`config.mk`:
```
export PLATFORM = sky130hd
export DESIGN_NAME = csa_cpa_resolve_flat
export DESIGN_NICKNAME = d
export VERILOG_FILES = /design/src/rtl/csa_cpa_resolve_pkg.sv /design/src/rtl/csa_cpa_resolve_if.sv /design/src/rtl/cpa_segment.sv /design/src/rtl/csa_cpa_resolve.sv /design/src/flat_wrapper.sv
export SDC_FILE = /design/constraint.sdc
export NUM_CORES = 1
export LEC_CHECK = 0
export ABC_AREA = 1
export BUFFER_PORTS_ARGS = -buffer_cell sky130_fd_sc_hd__buf_2
export CAP_MARGIN = 20
export CORE_ASPECT_RATIO = 0.6
export CORE_MARGIN = 1.5
export CORE_UTILIZATION = 45
export CTS_BUF_LIST = sky130_fd_sc_hd__clkbuf_4 sky130_fd_sc_hd__clkbuf_8
export CTS_CLUSTER_SIZE = 28
export DETAILED_ROUTE_END_ITERATION = 8
export HOLD_SLACK_MARGIN = 0.08
export PLACE_DENSITY = 0.73
export SYNTH_ARGS = -nofsm -noshare
export SYNTH_HDL_FRONTEND = slang
export SYNTH_SLANG_ARGS = --single-unit
export TNS_END_PERCENT = 50
```
`constraint.sdc`:
```
create_clock -name clk -period 12.7 [get_ports clk]
set_clock_uncertainty 0.2 [all_clocks]
set_input_delay 3.81 -clock clk [delete_from_list [all_inputs] [get_ports clk]]
set_output_delay 3.81 -clock clk [all_outputs]
set_load 0.1 [all_outputs]
```
`src/rtl/csa_cpa_resolve_pkg.sv`:
```
// Shared definitions for the carry-save resolve path.
// - res_width / seg_count: derive the result width and the number of
//   carry-propagate segments from the operand and segment widths.
// - csa32: one-bit 3:2 compressor. This block and the upstream CSA stage
//   both use it, so there is a single definition.
package csa_cpa_resolve_pkg;

   // Result width: three N-bit operands need two extra bits.
   function automatic int unsigned res_width(input int unsigned n);
      return n + 2;
   endfunction

   // Segment count: ceil(w / seg).
   function automatic int unsigned seg_count(input int unsigned w, input int unsigned seg);
      return (w + seg - 1) / seg;
   endfunction

   // 3:2 compressor for one bit column. Returns {carry, sum}.
   function automatic logic [1:0] csa32(input logic a, input logic b, input logic c);
      return {(a & b) | (a & c) | (b & c), a ^ b ^ c};
   endfunction

endpackage

```
`src/rtl/csa_cpa_resolve_if.sv`:
```
// Operand/result handshake bundle for csa_cpa_resolve.
//   in_vec[3], in_tag, in_valid : operand side, driven by the producer
//   in_ready                    : block accepts an operand this cycle
//   out_sum, out_tag, out_valid : result side, driven by the block
//   out_ready                   : consumer accepts the result
// Modports: master is the producer/consumer view; slave is the block view.
interface csa_cpa_resolve_if #(
   parameter int unsigned N  = 64,
   parameter int unsigned TW = 8
);
   import csa_cpa_resolve_pkg::*;

   localparam int unsigned W = res_width(N);

   logic [N-1:0]  in_vec [3];
   logic [TW-1:0] in_tag;
   logic          in_valid;
   logic          in_ready;
   logic [W-1:0]  out_sum;
   logic [TW-1:0] out_tag;
   logic          out_valid;
   logic          out_ready;

   modport master (
      output in_vec, in_tag, in_valid, out_ready,
      input  in_ready, out_sum, out_tag, out_valid
   );

   modport slave (
      input  in_vec, in_tag, in_valid, out_ready,
      output in_ready, out_sum, out_tag, out_valid
   );

endinterface

```
`src/rtl/cpa_segment.sv`:
```
// One segment of the carry-propagate adder. It adds two SW-bit slices and a
// carry-in, and registers both the SW-bit result and the carry-out.
//   clk, rst_n : clock and synchronous active-low reset
//   en         : pipeline advance; registers hold while it is low
//   a, b, cin  : slice operands and the incoming carry
//   sum, cout  : registered slice result and carry-out
module cpa_segment #(
   parameter int unsigned SW = 16
) (
   input  logic          clk,
   input  logic          rst_n,
   input  logic          en,
   input  logic [SW-1:0] a,
   input  logic [SW-1:0] b,
   input  logic          cin,
   output logic [SW-1:0] sum,
   output logic          cout
);

   logic [SW:0] total;

   // The carry chain spans exactly SW bits plus one adder.
   assign total = {1'b0, a} + {1'b0, b} + {{SW{1'b0}}, cin};

   always_ff @(posedge clk) begin
      if (!rst_n) begin
         sum  <= '0;
         cout <= 1'b0;
      end else if (en) begin
         {cout, sum} <= total;
      end
   end

endmodule

```
`src/rtl/csa_cpa_resolve.sv`:
```
// Resolves three redundant (carry-save) vectors into one binary sum.
// Stage 0 compresses the three vectors to sum/carry form. Stages 1..S then
// resolve the sum one SEG-bit segment per cycle. Bits already resolved, and
// the sum/carry bits still waiting, are skew-registered beside each segment.
// Every stage shifts on one global advance: adv = !out_valid || out_ready.
//   clk   : clock, rising edge
//   rst_n : synchronous active-low reset; flushes all in-flight operands
//   bus   : slave view of csa_cpa_resolve_if (operand in, result out)
module csa_cpa_resolve
   import csa_cpa_resolve_pkg::*;
#(
   parameter int unsigned N   = 64,
   parameter int unsigned SEG = 16,
   parameter int unsigned TW  = 8
) (
   input  logic                clk,
   input  logic                rst_n,
   csa_cpa_resolve_if.slave    bus
);

   localparam int unsigned W = res_width(N);
   localparam int unsigned S = seg_count(W, SEG);

   logic          adv;
   logic [W-1:0]  s_c;
   logic [W-1:0]  c_c;

   // Unresolved sum/carry vectors. Stage k feeds segment k+1.
   logic [W-1:0]  st_s   [S];
   logic [W-1:0]  st_c   [S];
   // Resolved low bits registered beside segment k, excluding its own slice.
   logic [W-1:0]  st_res [1:S];
   // Resolved view after stage k: st_res[k] merged with segment k's slice.
   logic [W-1:0]  res_v  [0:S];
   logic [TW-1:0] st_tag [0:S];
   logic [S:0]    st_vld;
   logic          carry_v [S];
   logic          unused_cout;

   assign adv          = !st_vld[S] || bus.out_ready;
   assign bus.in_ready = adv;
   assign bus.out_valid = st_vld[S];
   assign bus.out_tag   = st_tag[S];
   assign bus.out_sum   = res_v[S];

   // 3:2 compression. Carries move up one column, so bit 0 of c_c is zero.
   always_comb begin
      s_c = '0;
      c_c = '0;
      for (int unsigned i = 0; i < N; i++) begin
         {c_c[i+1], s_c[i]} = csa32(bus.in_vec[0][i], bus.in_vec[1][i], bus.in_vec[2][i]);
      end
   end

   assign res_v[0]   = '0;
   assign carry_v[0] = 1'b0;

   // One adder segment per stage. The top segment keeps only the bits left in W.
   for (genvar k = 1; k <= S; k++) begin : g_seg
      localparam int unsigned LO = (k - 1) * SEG;
      localparam int unsigned SW = (k == S) ? (W - LO) : SEG;

      logic [SW-1:0] sum_q;
      logic          cout_q;

      cpa_segment #(
         .SW (SW)
      ) u_cpa (
         .clk   (clk),
         .rst_n (rst_n),
         .en    (adv),
         .a     (st_s[k-1][LO +: SW]),
         .b     (st_c[k-1][LO +: SW]),
         .cin   (carry_v[k-1]),
         .sum   (sum_q),
         .cout  (cout_q)
      );

      // The slice of st_res[k] that sum_q fills is still zero, so OR merges the two.
      assign res_v[k] = st_res[k] | (W'(sum_q) << LO);

      if (k < S) begin : g_carry
         assign carry_v[k] = cout_q;
      end else begin : g_drop
         // Nothing can carry out of the top segment; the result is exact in W bits.
         assign unused_cout = cout_q;
      end
   end

   // Stage registers: the valid bit, tag and skewed vectors move together on adv.
   always_ff @(posedge clk) begin
      if (!rst_n) begin
         st_vld <= '0;
         for (int unsigned k = 0; k <= S; k++) begin
            st_tag[k] <= '0;
         end
         for (int unsigned k = 0; k < S; k++) begin
            st_s[k] <= '0;
            st_c[k] <= '0;
         end
         for (int unsigned k = 1; k <= S; k++) begin
            st_res[k] <= '0;
         end
      end else if (adv) begin
         st_vld[0] <= bus.in_valid;
         st_tag[0] <= bus.in_tag;
         st_s[0]   <= s_c;
         st_c[0]   <= c_c;
         for (int unsigned k = 1; k <= S; k++) begin
            st_vld[k] <= st_vld[k-1];
            st_tag[k] <= st_tag[k-1];
            st_res[k] <= res_v[k-1];
         end
         for (int unsigned k = 1; k < S; k++) begin
            st_s[k] <= st_s[k-1];
            st_c[k] <= st_c[k-1];
         end
      end
   end

endmodule

```
`src/flat_wrapper.sv`:
```
// flat-port wrapper written by rule: the top's interface ports become plain ports
module csa_cpa_resolve_flat import csa_cpa_resolve_pkg::*;
#(
   parameter int unsigned N   = 64,
   parameter int unsigned SEG = 16,
   parameter int unsigned TW  = 8
)
  (clk, rst_n, bus_in_vec, bus_in_tag, bus_in_valid, bus_out_ready, bus_in_ready, bus_out_sum, bus_out_tag, bus_out_valid);
  csa_cpa_resolve_if #(.N(N), .TW(TW)) bus_i ();
  input  logic clk;
  input  logic rst_n;
  input wire logic [$bits(bus_i.in_vec)-1:0] bus_in_vec;
  input wire logic [$bits(bus_i.in_tag)-1:0] bus_in_tag;
  input wire logic [$bits(bus_i.in_valid)-1:0] bus_in_valid;
  input wire logic [$bits(bus_i.out_ready)-1:0] bus_out_ready;
  output wire logic [$bits(bus_i.in_ready)-1:0] bus_in_ready;
  output wire logic [$bits(bus_i.out_sum)-1:0] bus_out_sum;
  output wire logic [$bits(bus_i.out_tag)-1:0] bus_out_tag;
  output wire logic [$bits(bus_i.out_valid)-1:0] bus_out_valid;
  assign bus_i.in_vec = {>>{bus_in_vec}};
  assign bus_i.in_tag = bus_in_tag;
  assign bus_i.in_valid = bus_in_valid;
  assign bus_i.out_ready = bus_out_ready;
  assign bus_in_ready = bus_i.in_ready;
  assign bus_out_sum = bus_i.out_sum;
  assign bus_out_tag = bus_i.out_tag;
  assign bus_out_valid = bus_i.out_valid;
  csa_cpa_resolve #(.N(N), .SEG(SEG), .TW(TW)) u_core (.clk(clk), .rst_n(rst_n), .bus(bus_i));
endmodule
```
=== Yosys cells after proc, flatten, opt, wreduce, memory -nomap -nowiden ===
Memories as Yosys holds them, arrays and structs flattened.
Cells that the tools add are included.

* $mul: 0
* Magnitude comparators: 0
* Bitwise logic cells: 474
* Reduce and logical (&&, ||, !) cells: 2
* Div/mod/pow operators: 0
* Shift-type cells: 0
* Add/sub/neg operators: 9
* Equal/unequal tests: 0
* Muxes and demuxes: 25

{| class="wikitable"
|+ Operators by type and width
! kind !! number
|-
| 2-to-1 mux 66 bit || 15
|-
| AND 1 bit || 192
|-
| bitwise OR 1 bit || 149
|-
| XOR 1 bit || 128
|-
| adder 16 x 16 -> 17 bit || 4
|-
| bitwise OR 66 x 16 -> 66 bit || 1
|-
| bitwise OR 66 x 32 -> 66 bit || 1
|-
| bitwise OR 66 x 48 -> 66 bit || 1
|-
| bitwise OR 66 x 64 -> 66 bit || 1
|-
| bitwise OR 66 bit || 1
|-
| adder 17 x 1 -> 17 bit || 3
|-
| 2-to-1 mux 8 bit || 6
|-
| 2-to-1 mux 1 bit || 4
|-
| adder 2 x 1 -> 2 bit || 1
|-
| adder 2 bit || 1
|-
| zero test 1 bit || 1
|-
| logical OR 1 bit || 1
|}

* RAM bits: 1038
* Memories: 4
* Memory bits (read-only): 0
* Output and inout port bits: 76
* Logic and storage cells: 524
* Bits in registers: 76
* Bits in latches: 0
* Bits of input ports: 204

{| class="wikitable"
|+ Memories
! name !! depth !! bits a word !! rd ports !! clocked after memory_dff !! wr ports !! line !! RTL
|-
| u_core.st_c || 5 || 66 || 5 || 0 || 5 || csa_cpa_resolve.sv:30 || <nowiki>logic [W-1:0] st_c [S];</nowiki>
|-
| u_core.st_res || 5 || 66 || 5 || 0 || 5 || csa_cpa_resolve.sv:32 || <nowiki>logic [W-1:0] st_res [1:S];</nowiki>
|-
| u_core.st_s || 5 || 66 || 5 || 0 || 5 || csa_cpa_resolve.sv:29 || <nowiki>logic [W-1:0] st_s [S];</nowiki>
|-
| u_core.st_tag || 6 || 8 || 6 || 0 || 6 || csa_cpa_resolve.sv:35 || <nowiki>logic [TW-1:0] st_tag [0:S];</nowiki>
|}

=== Logic depth before layout (Yosys ltp) ===
* Word-level depth: 6
* Depth in mapped cells: 12
* Gate-level depth less buffers: 12

=== Cells and area by module ===
A second synthesis with hierarchy kept.

* Cell total of the unflattened synthesis: 2930
* Area total of the unflattened synthesis: 29384.4 µm²

{| class="wikitable"
|+ By module, submodules not included
! module !! times used !! area each (µm²) !! cells each
|-
| csa_cpa_resolve || 1 || 22684.3 || 1820
|-
| cpa_segment at u_core.g_seg[1].u_cpa ... || 2 || 1639.1 || 272
|-
| cpa_segment at u_core.g_seg[3].u_cpa ... || 2 || 1629.1 || 272
|-
| cpa_segment at u_core.g_seg[5].u_cpa || 1 || 163.9 || 22
|}

=== Worst setup path after synthesis ===
OpenSTA, ideal clock, no wires.

* Kind: input port to output port
* From: input port bus_out_ready
* To: output port bus_in_ready
* Data arrival time: 4.213 ns
* Path buffers: 0
* Stages: 2
* Slack: 4.477 ns
* Required time: 8.690 ns
* Cell sequence: nor2_4 -> inv_2

* Cells in the longest elaborated chain, start to end: 1

{| class="wikitable"
|+ Ends and longest elaborated chain
! element !! line !! RTL
|-
| start, declared || flat_wrapper.sv:15 || <nowiki>input wire logic [$bits(bus_i.out_ready)-1:0] bus_out_ready;</nowiki>
|-
| logical OR 1 bit || csa_cpa_resolve.sv:40 || <nowiki>assign adv = !st_vld[S] || bus.out_ready;</nowiki>
|-
| end, declared || flat_wrapper.sv:16 || <nowiki>output wire logic [$bits(bus_i.in_ready)-1:0] bus_in_ready;</nowiki>
|}

Every way passes these cells.

=== Worst setup path in the final report ===
Ends and elaborated chain as after synthesis.

==> summary.md <==
| Metric | Value |
|---|---|
| Run status | `finished, final reports clean` |
| IO Pins | `280` |
| R2R setup slack | `8.99 ns` |
| Routed Antenna Nets | `0` |
| Kind of end point of the critical path | `output pin` |
| CP max FO | `3` |
| Port buffer count | `279` |
| Vias per cell | `4.39` |
| FMAX | `118 MHz` |
| Synth top area share | `56.5%` |
| Syn Inst Count | `2793` |
| Setup-failing EPs final | `0` |
| Vias in the first global route | `16300` |
| Maximum root-to-sink buffer count | `3` |
| Critical path's most frequent cell | `buf_2` |
| # rows | `70` |
| Detailed router's first-iteration violation count | `1274` |
| Core Util, Final | `51.5%` |
| RR Startpoint | `u_core.st_vld[5]` |
| Die area | `64400 um^2` |
| H-Tree Depth | `3` |
| Tmin final | `8.48 ns` |
| Starting Density | `46.0%` |
| R2r worst-path depth | `8` |
| Worst setup path start | `bus_out_ready` |
| Share of post-route cells with drive strength above 1 | `14.4%` |
| CP startpoint kind | `input port` |
| CP peak stage delay | `0.43 ns` |
| Crit-path cells | `buf_2 > nor2_4 > inv_2 > buf_2` |
| Synth Warn # | `0` |
| Final nets | `3363` |
| Sequential area share after synthesis | `61.8%` |
| TritonCTS clock tree | `yes` |
| RSZ-0062 raised after global routing | `no` |
| Top post-synthesis cells by area | `edfxtp_1, inv_1, nor2_1` |
| CP Data Required Time | `8.69 ns` |
| Initial antenna violation count | `1` |
| Final setup TNS | `0 ns` |
| Pre-antenna DRT Iters | `5` |
| Routed WL per cell | `12.2 um` |
| Number of cells on the critical path | `4` |
| Inserted Clock Buffers | `91` |
| Syn avg cell area | `10.1 um^2` |
| First-pass GRT wire length | `79000 um` |
| Tot GR Track Use | `15.2%` |
| Latest clock arrival within the worst-skew pair | `0.69 ns` |
| P_leak | `14.9 nW` |
| Post-synthesis cell area | `28300 um^2` |
| Core box area | `61600 um^2` |
| Post-cts resize count | `0` |
| GPL Wtd Cong | `0.870` |
| Total congestion overflow | `0` |
| Post-CTS Hold Buffers | `0` |
| CP delay by family, top | `buffers and inverters` |
| Worst Hold Class | `reg2reg` |
| Worst-margin pin slew | `1.04 ns` |
| CTS Sinks | `608` |
| Die Y | `197 um` |
| VDD IR max | `0.0689 mV` |
| Die X-Extent | `327 um` |
| Drc violations | `0` |
| Netlist cell types | `32` |
| Critical path class | `in2out` |
| Largest net degree at the start of global routing | `182` |
| Final wirelength | `48100 um` |
| Slowest cell on crit path | `buf_2` |
| Clock-pin slew on the worst setup and hold paths | `0.06 ns` |
| Worst Path Buf+Inv | `3` |
| Crit path DAT | `4.47 ns` |
| Final Hold Fails | `0` |
| Root Buffer | `clkbuf_8` |
| Slew headroom | `30.5%` |
| Setup Fix Bufs, Post-CTS | `0` |
| Routed vias | `17300` |
| Area Growth Syn to Fin | `12.1%` |
| Capture point of the worst reg-to-reg path | `u_core.st_tag[0][15]` |
| Synth area leader | `edfxtp_1` |
| PwrDens | `136 nW/um^2` |
| Max cap viols | `0` |
| Post-Syn Nets | `3129` |
| Final Slew Violations | `0` |
| Final HPWL from detailed placement | `30900 um` |
| Crit path capture | `bus_in_ready` |
| Flops & latches, synth | `608` |
| Crit share post-route | `66.8%` |
-- where the power goes --
group          internal (mW)  switching [mW]
registers               2.27          0.0328
clock network          0.917           0.764
logic                  0.120           0.220
-- flip-flops by register name, summed over array words and instances (netlist names) --
signal	cells
u_core.st_c	164
u_core.st_res	160
u_core.st_s	160
u_core.g_seg.u_cpa.sum	66
u_core.st_tag	48
u_core.st_vld	6
u_core.g_seg.u_cpa.cout	4
-- how the worst min path moves through the flow --
stage                                       start                            end  slack, ns  cells after the start
floorplan                       u_core.st_s[0][0]   u_core.g_seg[1].u_cpa.sum[0]       0.22                      2
global placement                u_core.st_s[0][0]   u_core.g_seg[1].u_cpa.sum[0]       0.24                      2
detailed placement   u_core.g_seg[1].u_cpa.sum[8]   u_core.g_seg[1].u_cpa.sum[8]       0.24                      2
CTS                             u_core.st_s[0][0]   u_core.g_seg[1].u_cpa.sum[0]       0.25                      2
global route        u_core.g_seg[1].u_cpa.sum[11]  u_core.g_seg[1].u_cpa.sum[11]       0.27                      2
finish              u_core.g_seg[3].u_cpa.sum[14]  u_core.g_seg[3].u_cpa.sum[14]       0.25                      2
-- worst min-delay path, delay by kind of cell, from the launching register on --
kind | cells | cell delay, ns
flip-flops | 1 | 0.31
AND/OR/NAND/NOR | 2 | 0.10
-- per-stage QoR --
stage / worst slack [ns] / hold slack (ns) / total power [mW] / std cells / instance area (um^2)
floorplan: 4.48 / 0.222 / 2.59 / 2793 / 28300
global placement: 4.21 / 0.235 / 2.68 / 3762 / 29800
detailed placement: 4.22 / 0.241 / 2.69 / 3762 / 29800
CTS: 4.22 / 0.254 / 4.38 / 3932 / 31700
global route: 4.19 / 0.266 / 4.52 / 3934 / 31700
finish: 4.22 / 0.252 / 4.33 / 3934 / 31700
-- metal layers --
layer / track usage [%] / vias up / wire length [um]
li1: - / 8949 / -
met1: 22.0 / 7839 / 23800
met2: 22.6 / 410 / 20800
met3: 3.83 / 81 / 2680
met4: 4.37 / 0 / 845
met5: 0 / - / 0
-- cells by family (layout without fill, tap and decap cells) --
logic type / Yosys count / after routing / share of synthesized area, %
compound gates: 112 / 112 / 2.15
xor+xnor: 3 / 3 / 0.0929
fa+ha+maj: 132 / 132 / 7.72
buf+inv: 847 / 1158 / 13.0
flops: 608 / 608 / 61.8
other cells: 0 / 2 / 0
simple gates: 1091 / 1091 / 15.2
-- cell type report --
type	instances	area [um^2]
antenna	2	5.00
clock buffer	119	1490
clock inverter	51	427
fill	5412	29900
inverter	699	2640
multi-input combinational	1338	7130
sequential	608	17500
tap	828	1040
timing repair buffer	289	1500
-- Yosys cell counts --
cell / n
a22o_1: 2
o22ai_1: 16
or2_1: 2
nor2_4: 1
a21oi_1: 46
nand2_1: 391
fa_1: 71
buf_6: 20
nor2_1: 588
buf_2: 43
o21bai_1: 4
or2_2: 3
clkbuf_1: 3
a211oi_1: 1
and2_1: 6
buf_1: 3
o22ai_2: 1
nor3_1: 11
o21ai_0: 41
nand3b_1: 9
inv_1: 695
nor2_8: 1
inv_2: 4
xor2_1: 3
dfxtp_1: 76
edfxtp_1: 532
o21ai_1: 1
nand4_1: 6
buf_4: 79
ha_1: 61
nor2_2: 1
nand3_1: 72
-- placed cells by master, fill, tap and decap left out, types with 2 or more instances in the layout --
| cell type | count |
|---|---|
| a21oi_1 | 46 |
| a22o_1 | 2 |
| and2_1 | 6 |
| buf_12 | 2 |
| buf_2 | 279 |
| buf_4 | 8 |
| bufinv_16 | 7 |
| clkbuf_4 | 23 |
| clkbuf_8 | 96 |
| clkinv_1 | 22 |
| clkinv_2 | 14 |
| clkinvlp_4 | 5 |
| dfxtp_1 | 76 |
| diode_2 | 2 |
| edfxtp_1 | 532 |
| fa_1 | 71 |
| ha_1 | 61 |
| inv_1 | 695 |
| inv_2 | 2 |
| inv_6 | 3 |
| inv_8 | 2 |
| nand2_1 | 391 |
| nand3_1 | 72 |
| nand3b_1 | 9 |
| nand4_1 | 6 |
| nor2_1 | 588 |
| nor2_4 | 2 |
| nor3_1 | 11 |
| o21ai_0 | 41 |
| o21bai_1 | 4 |
| o22ai_1 | 16 |
| or2_1 | 2 |
| or2_2 | 3 |
| xor2_1 | 3 |
Power figures use the tool's default switching activity.
